$ cat src/rtl/repeated_subtract_pkg.sv
// Shared types and default widths for the repeated-subtraction divider.
package repeated_subtract_pkg;

    typedef enum logic [1:0] {
        IDLE = 2'd0,
        RUN  = 2'd1,
        DONE = 2'd2
    } state_t;

    localparam int DEF_DW = 10;
    localparam int DEF_VW = 5;

endpackage

$ cat src/rtl/repeated_subtract.sv
// Unsigned divider: subtracts the divisor once per clock until the remainder
// drops below it. Divide-by-zero short-circuits straight to DONE.
module repeated_subtract
    import repeated_subtract_pkg::*;
#(
    parameter int DW = DEF_DW,
    parameter int VW = DEF_VW
) (
    input  logic          Clock,
    input  logic          Reset,
    input  logic          Start,
    input  logic [DW-1:0] Dividend,
    input  logic [VW-1:0] Divisor,
    output logic          Ready,
    output logic          Done,
    output logic [DW-1:0] Quotient,
    output logic [VW-1:0] Remainder,
    output logic          DivZero
);

    state_t        r_state;
    state_t        w_next;
    logic [DW-1:0] r_rem;
    logic [VW-1:0] r_dvs;
    logic [DW-1:0] r_q;
    logic          r_divzero;
    logic [DW-1:0] w_dvs_ext;
    logic          w_ge;

    assign w_dvs_ext = {{(DW-VW){1'b0}}, r_dvs};
    assign w_ge      = (r_rem >= w_dvs_ext);

    always_comb begin
        w_next = r_state;
        case (r_state)
            IDLE:    if (Start) w_next = (Divisor == '0) ? DONE : RUN;
            RUN:     if (!w_ge) w_next = DONE;
            DONE:    w_next = IDLE;
            default: w_next = IDLE;
        endcase
    end

    always_ff @(posedge Clock) begin
        if (Reset) begin
            r_state   <= IDLE;
            r_rem     <= '0;
            r_dvs     <= '0;
            r_q       <= '0;
            r_divzero <= 1'b0;
        end else begin
            r_state <= w_next;
            case (r_state)
                IDLE: begin
                    if (Start) begin
                        r_dvs <= Divisor;
                        if (Divisor == '0) begin
                            r_q       <= '1;
                            r_rem     <= '0;
                            r_divzero <= 1'b1;
                        end else begin
                            r_rem     <= Dividend;
                            r_q       <= '0;
                            r_divzero <= 1'b0;
                        end
                    end
                end
                // Exit happens on the first edge where rem < dvs, leaving rem/q untouched
                RUN: begin
                    if (w_ge) begin
                        r_rem <= r_rem - w_dvs_ext;
                        r_q   <= r_q + DW'(1);
                    end
                end
                default: ;
            endcase
        end
    end

    // rem < dvs on exit, so the low VW bits carry the whole remainder
    assign Ready     = (r_state == IDLE);
    assign Done      = (r_state == DONE);
    assign Quotient  = r_q;
    assign Remainder = r_rem[VW-1:0];
    assign DivZero   = r_divzero;

endmodule

$ cat config.mk
export PLATFORM = sky130hd
export DESIGN_NAME = repeated_subtract
export DESIGN_NICKNAME = d
export VERILOG_FILES = /design/src/rtl/repeated_subtract_pkg.sv /design/src/rtl/repeated_subtract.sv
export SDC_FILE = /design/constraint.sdc
export NUM_CORES = 1
export LEC_CHECK = 0
export ABC_AREA = 1
export CAP_MARGIN = 10
export CORE_UTILIZATION = 53
export CTS_CLUSTER_DIAMETER = 60
export DETAILED_ROUTE_END_ITERATION = 10
export PLACE_DENSITY = 0.8
export SLEW_MARGIN = 10
export SYNTH_ARGS = -nofsm -noshare
export SYNTH_HDL_FRONTEND = slang
export SYNTH_SLANG_ARGS = --single-unit
$ cat constraint.sdc
create_clock -name Clock -period 2.2 [get_ports Clock]
set_input_delay 0.66 -clock Clock [delete_from_list [all_inputs] [get_ports Clock]]
set_output_delay 0.66 -clock Clock [all_outputs]
set_load 0.01 [all_outputs]
== Yosys cells after proc, flatten, opt, wreduce, memory -nomap -nowiden ==
Cells that the tools add are included.

* Bits in registers: 28
* Input port bits: 18
* Word-level logic and storage cells: 32

* Add/subtract/negate cells: 2
* Order comparisons: 1
* Eq/ne operators: 5
* Muxes and demuxes: 13
* Reduce and logical (&&, ||, !) cells: 6

{| class="wikitable"
|+ Operator list
! cell !! count
|-
| 10-bit 2-to-1 mux || 6
|-
| 10-bit case mux with 2 select lines || 2
|-
| 10-bit by 1-bit adder with 10-bit output (second input constant) || 1
|-
| 10-bit by 5-bit >= comparator with 1-bit output || 1
|-
| 10-bit by 5-bit subtractor with 10-bit output || 1
|-
| 2-bit 2-to-1 mux || 3
|-
| 2-bit inequality test (second input constant) || 3
|-
| 5-bit zero test || 1
|-
| 2-bit case mux with 2 select lines || 1
|-
| 2-bit AND reduction || 2
|-
| 3-bit AND reduction || 1
|-
| 2-bit by 1-bit equality test with 1-bit output (second input constant) || 1
|-
| 2-bit equality test (second input constant) || 1
|-
| 2-bit zero test || 1
|-
| 2-bit nonzero test || 1
|-
| 1-bit 2-to-1 mux || 1
|}

== Longest topological paths before layout ==
Gate-level depths: netlist (run 1).

* Depth in word-level cells: 4
* Gate-level depth with buffers: 14
* Gate-level depth less buffers: 14

== Least setup slack after synthesis (run 1) ==
OpenSTA, ideal clock, no wires.

* Kind: reg2reg
* Start point: register r_rem[0]
* End point: register r_q[8], in the netlist Quotient[8]
* Library setup time: 0.062 ns
* Arrival: 1.652 ns
* Path slack: 0.486 ns
* Stages on the path, launching flop included: 12
* Path through: dfxtp_1 -> inv_1 -> ha_1 -> fa_1 -> inv_1 -> nand3_1 -> nand3_2 -> nand2_4 -> buf_6 -> nand3_1 -> nand2_1 -> nor2_2

* Cells in the longest elaborated chain, start to end: 3

{| class="wikitable"
|+ RTL lines
! item !! RTL line !! RTL
|-
| from (decl) || repeated_subtract.sv:23 || <nowiki>logic [DW-1:0] r_rem;</nowiki>
|-
| from (signal assigned) || repeated_subtract.sv:61 || <nowiki>r_rem <= Dividend;</nowiki>
|-
| from (signal assigned) || repeated_subtract.sv:70 || <nowiki>r_rem <= r_rem - w_dvs_ext;</nowiki>
|-
| 10-bit by 5-bit >= comparator with 1-bit output || repeated_subtract.sv:31 || <nowiki>assign w_ge = (r_rem >= w_dvs_ext);</nowiki>
|-
| 2-bit inequality test (no line) || -- ||
|-
| 3-bit AND reduction (no line) || -- ||
|-
| to (signal assigned) || repeated_subtract.sv:71 || <nowiki>r_q <= r_q + DW'(1);</nowiki>
|-
| to (decl) || repeated_subtract.sv:25 || <nowiki>logic [DW-1:0] r_q;</nowiki>
|}

No other way between the ends.
A chain may end at the register's enable or synchronous reset.

== Worst setup path after layout (run 1) ==
* Start point: register r_rem[0]
* End point: register r_q[4], in the netlist Quotient[4]

The elaborated chain is that of the path after synthesis.

==> results of run 1 <==
metal layers:
layer  track usage  routed length (um)  up-vias
met1         0.327                2280      957
met5             0                   0        -
met2         0.473                2360       54
li1              -                   -     1119
met3        0.0272                 248        9
met4        0.0938                  87        0
flip-flops by register name (all words and copies together) (netlist names):
register	flops
Quotient	10
r_state	2
r_dvs	5
DivZero	1
r_rem	10
cell families after synthesis:
logic type | Yosys count | share of synthesized area
flops | 28 | 0.278
xor+xnor | 1 | 0.00435
fa+ha+maj | 7 | 0.0472
simple gates | 211 | 0.468
compound gates | 30 | 0.0827
buf+inv | 54 | 0.119
through the flow:
step	hold slack [ns]	utilization	area [um2]	setup slack, ns	setup TNS [ns]
after global routing	0.513	0.680	2490	0.00622	0
after global placement	0.470	0.661	2420	-0.0187	-0.0187
after CTS	0.488	0.676	2480	0.140	0
after floorplan	0.434	-	2010	0.486	0
final	0.490	0.680	2490	0.165	0
after detailed placement	0.474	0.661	2420	-0.0616	-0.253
report_power, final:
group / switching (mW) / internal [mW] / total, mW
clock network: 0.163 / 0.161 / 0.323
registers: 0.0844 / 0.603 / 0.687
logic: 0.702 / 0.504 / 1.21
total: 0.949 / 1.27 / 2.22
cells in the final DEF (no fill, tap or decap):
cell type                          n
sky130_fd_sc_hd__nand2_1          89
sky130_fd_sc_hd__clkbuf_8          4
sky130_fd_sc_hd__a21oi_1          10
sky130_fd_sc_hd__xor2_1            1
sky130_fd_sc_hd__a31oi_1           2
sky130_fd_sc_hd__clkinv_1          1
sky130_fd_sc_hd__clkdlybuf4s50_1  35
sky130_fd_sc_hd__inv_2             5
sky130_fd_sc_hd__nand2_8           1
sky130_fd_sc_hd__nand2_4           1
sky130_fd_sc_hd__nand2_2           1
sky130_fd_sc_hd__nor2_1           42
sky130_fd_sc_hd__nor2_2           20
sky130_fd_sc_hd__nor2b_1           1
sky130_fd_sc_hd__dfxtp_1          28
sky130_fd_sc_hd__fa_1              1
sky130_fd_sc_hd__or2_2             1
sky130_fd_sc_hd__nand4_1           1
sky130_fd_sc_hd__nor3_1            4
sky130_fd_sc_hd__inv_1            34
sky130_fd_sc_hd__buf_12            1
sky130_fd_sc_hd__o21a_1            1
sky130_fd_sc_hd__buf_4             9
sky130_fd_sc_hd__nor3b_2           1
sky130_fd_sc_hd__nand3_1          48
sky130_fd_sc_hd__ha_1              6
sky130_fd_sc_hd__a21oi_4           1
sky130_fd_sc_hd__o21ai_0          16
sky130_fd_sc_hd__nand3_2           1
worst max path at each step:
stage,from,end,slack [ns],depth (start not counted)
after detailed placement,Divisor[2],Quotient[8],-0.06,8
after global routing,r_rem[0],Quotient[5],0.006,11
after CTS,r_rem[0],r_rem[2],0.14,11
after floorplan,r_rem[0],Quotient[8],0.49,11
after global placement,Divisor[2],Quotient[8],-0.02,8
final,r_rem[0],Quotient[4],0.17,11
critical path, cell delays in order (launching register included):
cell and delay, ns:
sky130_fd_sc_hd__dfxtp_1 0.36, sky130_fd_sc_hd__inv_1 0.07, sky130_fd_sc_hd__ha_1 0.22, sky130_fd_sc_hd__fa_1 0.38, sky130_fd_sc_hd__inv_1 0.14, sky130_fd_sc_hd__nand3_1 0.11
sky130_fd_sc_hd__nand3_2 0.16, sky130_fd_sc_hd__nand2_8 0.13, sky130_fd_sc_hd__buf_4 0.18, sky130_fd_sc_hd__nand3_1 0.06, sky130_fd_sc_hd__nand2_1 0.07, sky130_fd_sc_hd__nor2_2 0.10
cell type report:
class	count	area, um2	share of cell area
sequential	28	561	0.225
inverter	40	150	0.0603
tap	48	60.1	0.0241
timing repair buffer	45	438	0.176
clock buffer	4	55.1	0.0221
multi-input combinational	249	1230	0.492
what timing repair did:
action / CTS / global route
endpoints found under the setup margin: 0 / 7
gates resized for setup: 0 / 3
hold endpoints to repair: 0 / 0
==> reports/qor.log, run 1 <==
qor: power_and_ir_drop.max-vdd-ir-drop 476 uV
qor: cells_and_area.final_layout_size_suffix_gt1_frac 0.126
qor: clock_tree.post_cts.repair.setup_buffers 0
qor: synth.synthDominantCellAreaShare 0.278
qor: synth.syn_inst 331
qor: synth.synthesis.area_per_instance 6.08 um2
qor: cells_and_area.area.growth.synth_to_final 23.7%
qor: timing.report.final.hold_viol_count 0
qor: critical_path.timing.critical_path.from_type flip-flop
qor: clock_tree.cts_hold_repair.buffers 0
qor: clock_tree.path_clk_slew 0.10 ns
qor: min_path.min-delay-path-class reg2reg
qor: synth.total_standard_cell_area_after_synthesis 2010 um2
qor: placement.place_inst 410
qor: routing.detailed_route_wire_length_per_cell 12.0 um
qor: timing.min_period 2.03 ns
qor: global_routing.grtUsageTotal 0.266
qor: timing.clock-skew-final 0.00374 ns
qor: critical_path.r2r_cells 11
qor: routing.detailedRoute.firstIterationViolations 197
qor: synth.synthesis.yosys.warnings 0
qor: routing.wl 4970 um
qor: floorplanning.chipWidth 63.6 um
qor: synth.synth_top_cells_by_area sky130_fd_sc_hd__dfxtp_1, sky130_fd_sc_hd__nand2_1, sky130_fd_sc_hd__nand3_1, sky130_fd_sc_hd__nor2_1, sky130_fd_sc_hd__inv_1
qor: status.run_status complete, no violations
qor: synth.synthMostInstantiatedCell sky130_fd_sc_hd__nand2_1
qor: critical_path.cp_data_required_time 2.43 ns
qor: floorplanning.std_cell_rows 22
qor: min_path.min_path_cells 2
qor: synth.sequential_to_total_area_share_from_yosys_stat 0.278
qor: timing.final_setup_violations 0
qor: power_and_ir_drop.power_density 890 nW/um2
qor: clock_tree.total_clock_sinks 28
qor: power_and_ir_drop.finalPower 2.22 mW
qor: floorplanning.core-area 3660 um2
qor: min_path.worstHoldEndpoint r_dvs[2]
qor: placement.numPortBuffers 35
qor: floorplanning.floorplan.die_area 4050 um2
qor: timing.slew-limit-headroom 0.713
qor: routing.ant_nets 0
qor: synth.postSynthNetCount 356
qor: critical_path.endpoint_kind flip-flop
qor: cells_and_area.diodes 0
qor: global_routing.antenna_found_initial 0
qor: routing.route.detailed.drc 0
qor: routing.routed_via_density 5.17
qor: synth.leading_area_contributor_after_synthesis sky130_fd_sc_hd__dfxtp_1
qor: clock_tree.cts-root-buf sky130_fd_sc_hd__clkbuf_8
qor: cells_and_area.design.final.nets 392
qor: placement.gp_congestion 0.897
qor: synth.register_bit_total_from_synthesis 28
qor: synth.postSynth.asyncResetShare 0
qor: timing.setup_repair_after_global_routing_missed_its_margin false
qor: critical_path.worst_flop_to_flop_path_endpoint Quotient[4]
qor: critical_path.worst_ep_arrival_time 2.26 ns
qor: clock_tree.numCtsBuffers 3
qor: global_routing.grt_first_pass_wirelength 8630 um
qor: synth.synth.cells.most_frequent sky130_fd_sc_hd__nand2_1, sky130_fd_sc_hd__nand3_1, sky130_fd_sc_hd__nor2_1
qor: floorplanning.design.portCount 36
qor: synth.yosysUniqueCellTypes 28
qor: clock_tree.tritoncts done
qor: cells_and_area.final.fill_count 328
qor: power_and_ir_drop.cellLeakagePower 1.21 nW
qor: min_path.holdCritStartpoint r_dvs[2]
qor: routing.route.vias.total 2139
qor: critical_path.crit_fanout 17
qor: clock_tree.max-clock-path-buffers 2
qor: timing.drv_slew 0
qor: run.drv.max_cap_violation_count 0
qor: timing.worst-slew-pin-transition 0.429 ns
qor: critical_path.worstReg2RegStart r_rem[0]
qor: critical_path.critical_path_class reg2reg
qor: critical_path.r2r_slack 0.17 ns
qor: timing.post-route-period-util 0.925
qor: synth.synth-main-ff-cell sky130_fd_sc_hd__dfxtp_1
qor: timing.fmax 492 MHz
qor: synth.number_of_enable_flip_flop_cells_after_synthesis 0
qor: placement.place_hpwl 3530 um
qor: clock_tree.clock_latency_on_the_worst_skew_pair 0.28 ns
qor: cells_and_area.final-instance-count-excl-fill 414
qor: global_routing.maximum_number_of_pins_on_one_net_before_global_route_repair 28
qor: global_routing.overflow 0
qor: clock_tree.h-tree-depth 1
qor: floorplanning.initial_utilization 0.550
qor: global_routing.grt_pass1_vias 2032
qor: routing.first_pass_iters 4
qor: floorplanning.fp.dieH 63.6 um
Note: power is estimated with default switching activity, not from simulation.
==> run 2: changes to the inputs <==
- ABC_CLOCK_PERIOD_IN_PS: default -> 2200
==> results of run 2 <==
Final layout, timing and power as in run 1 (identical DEF).
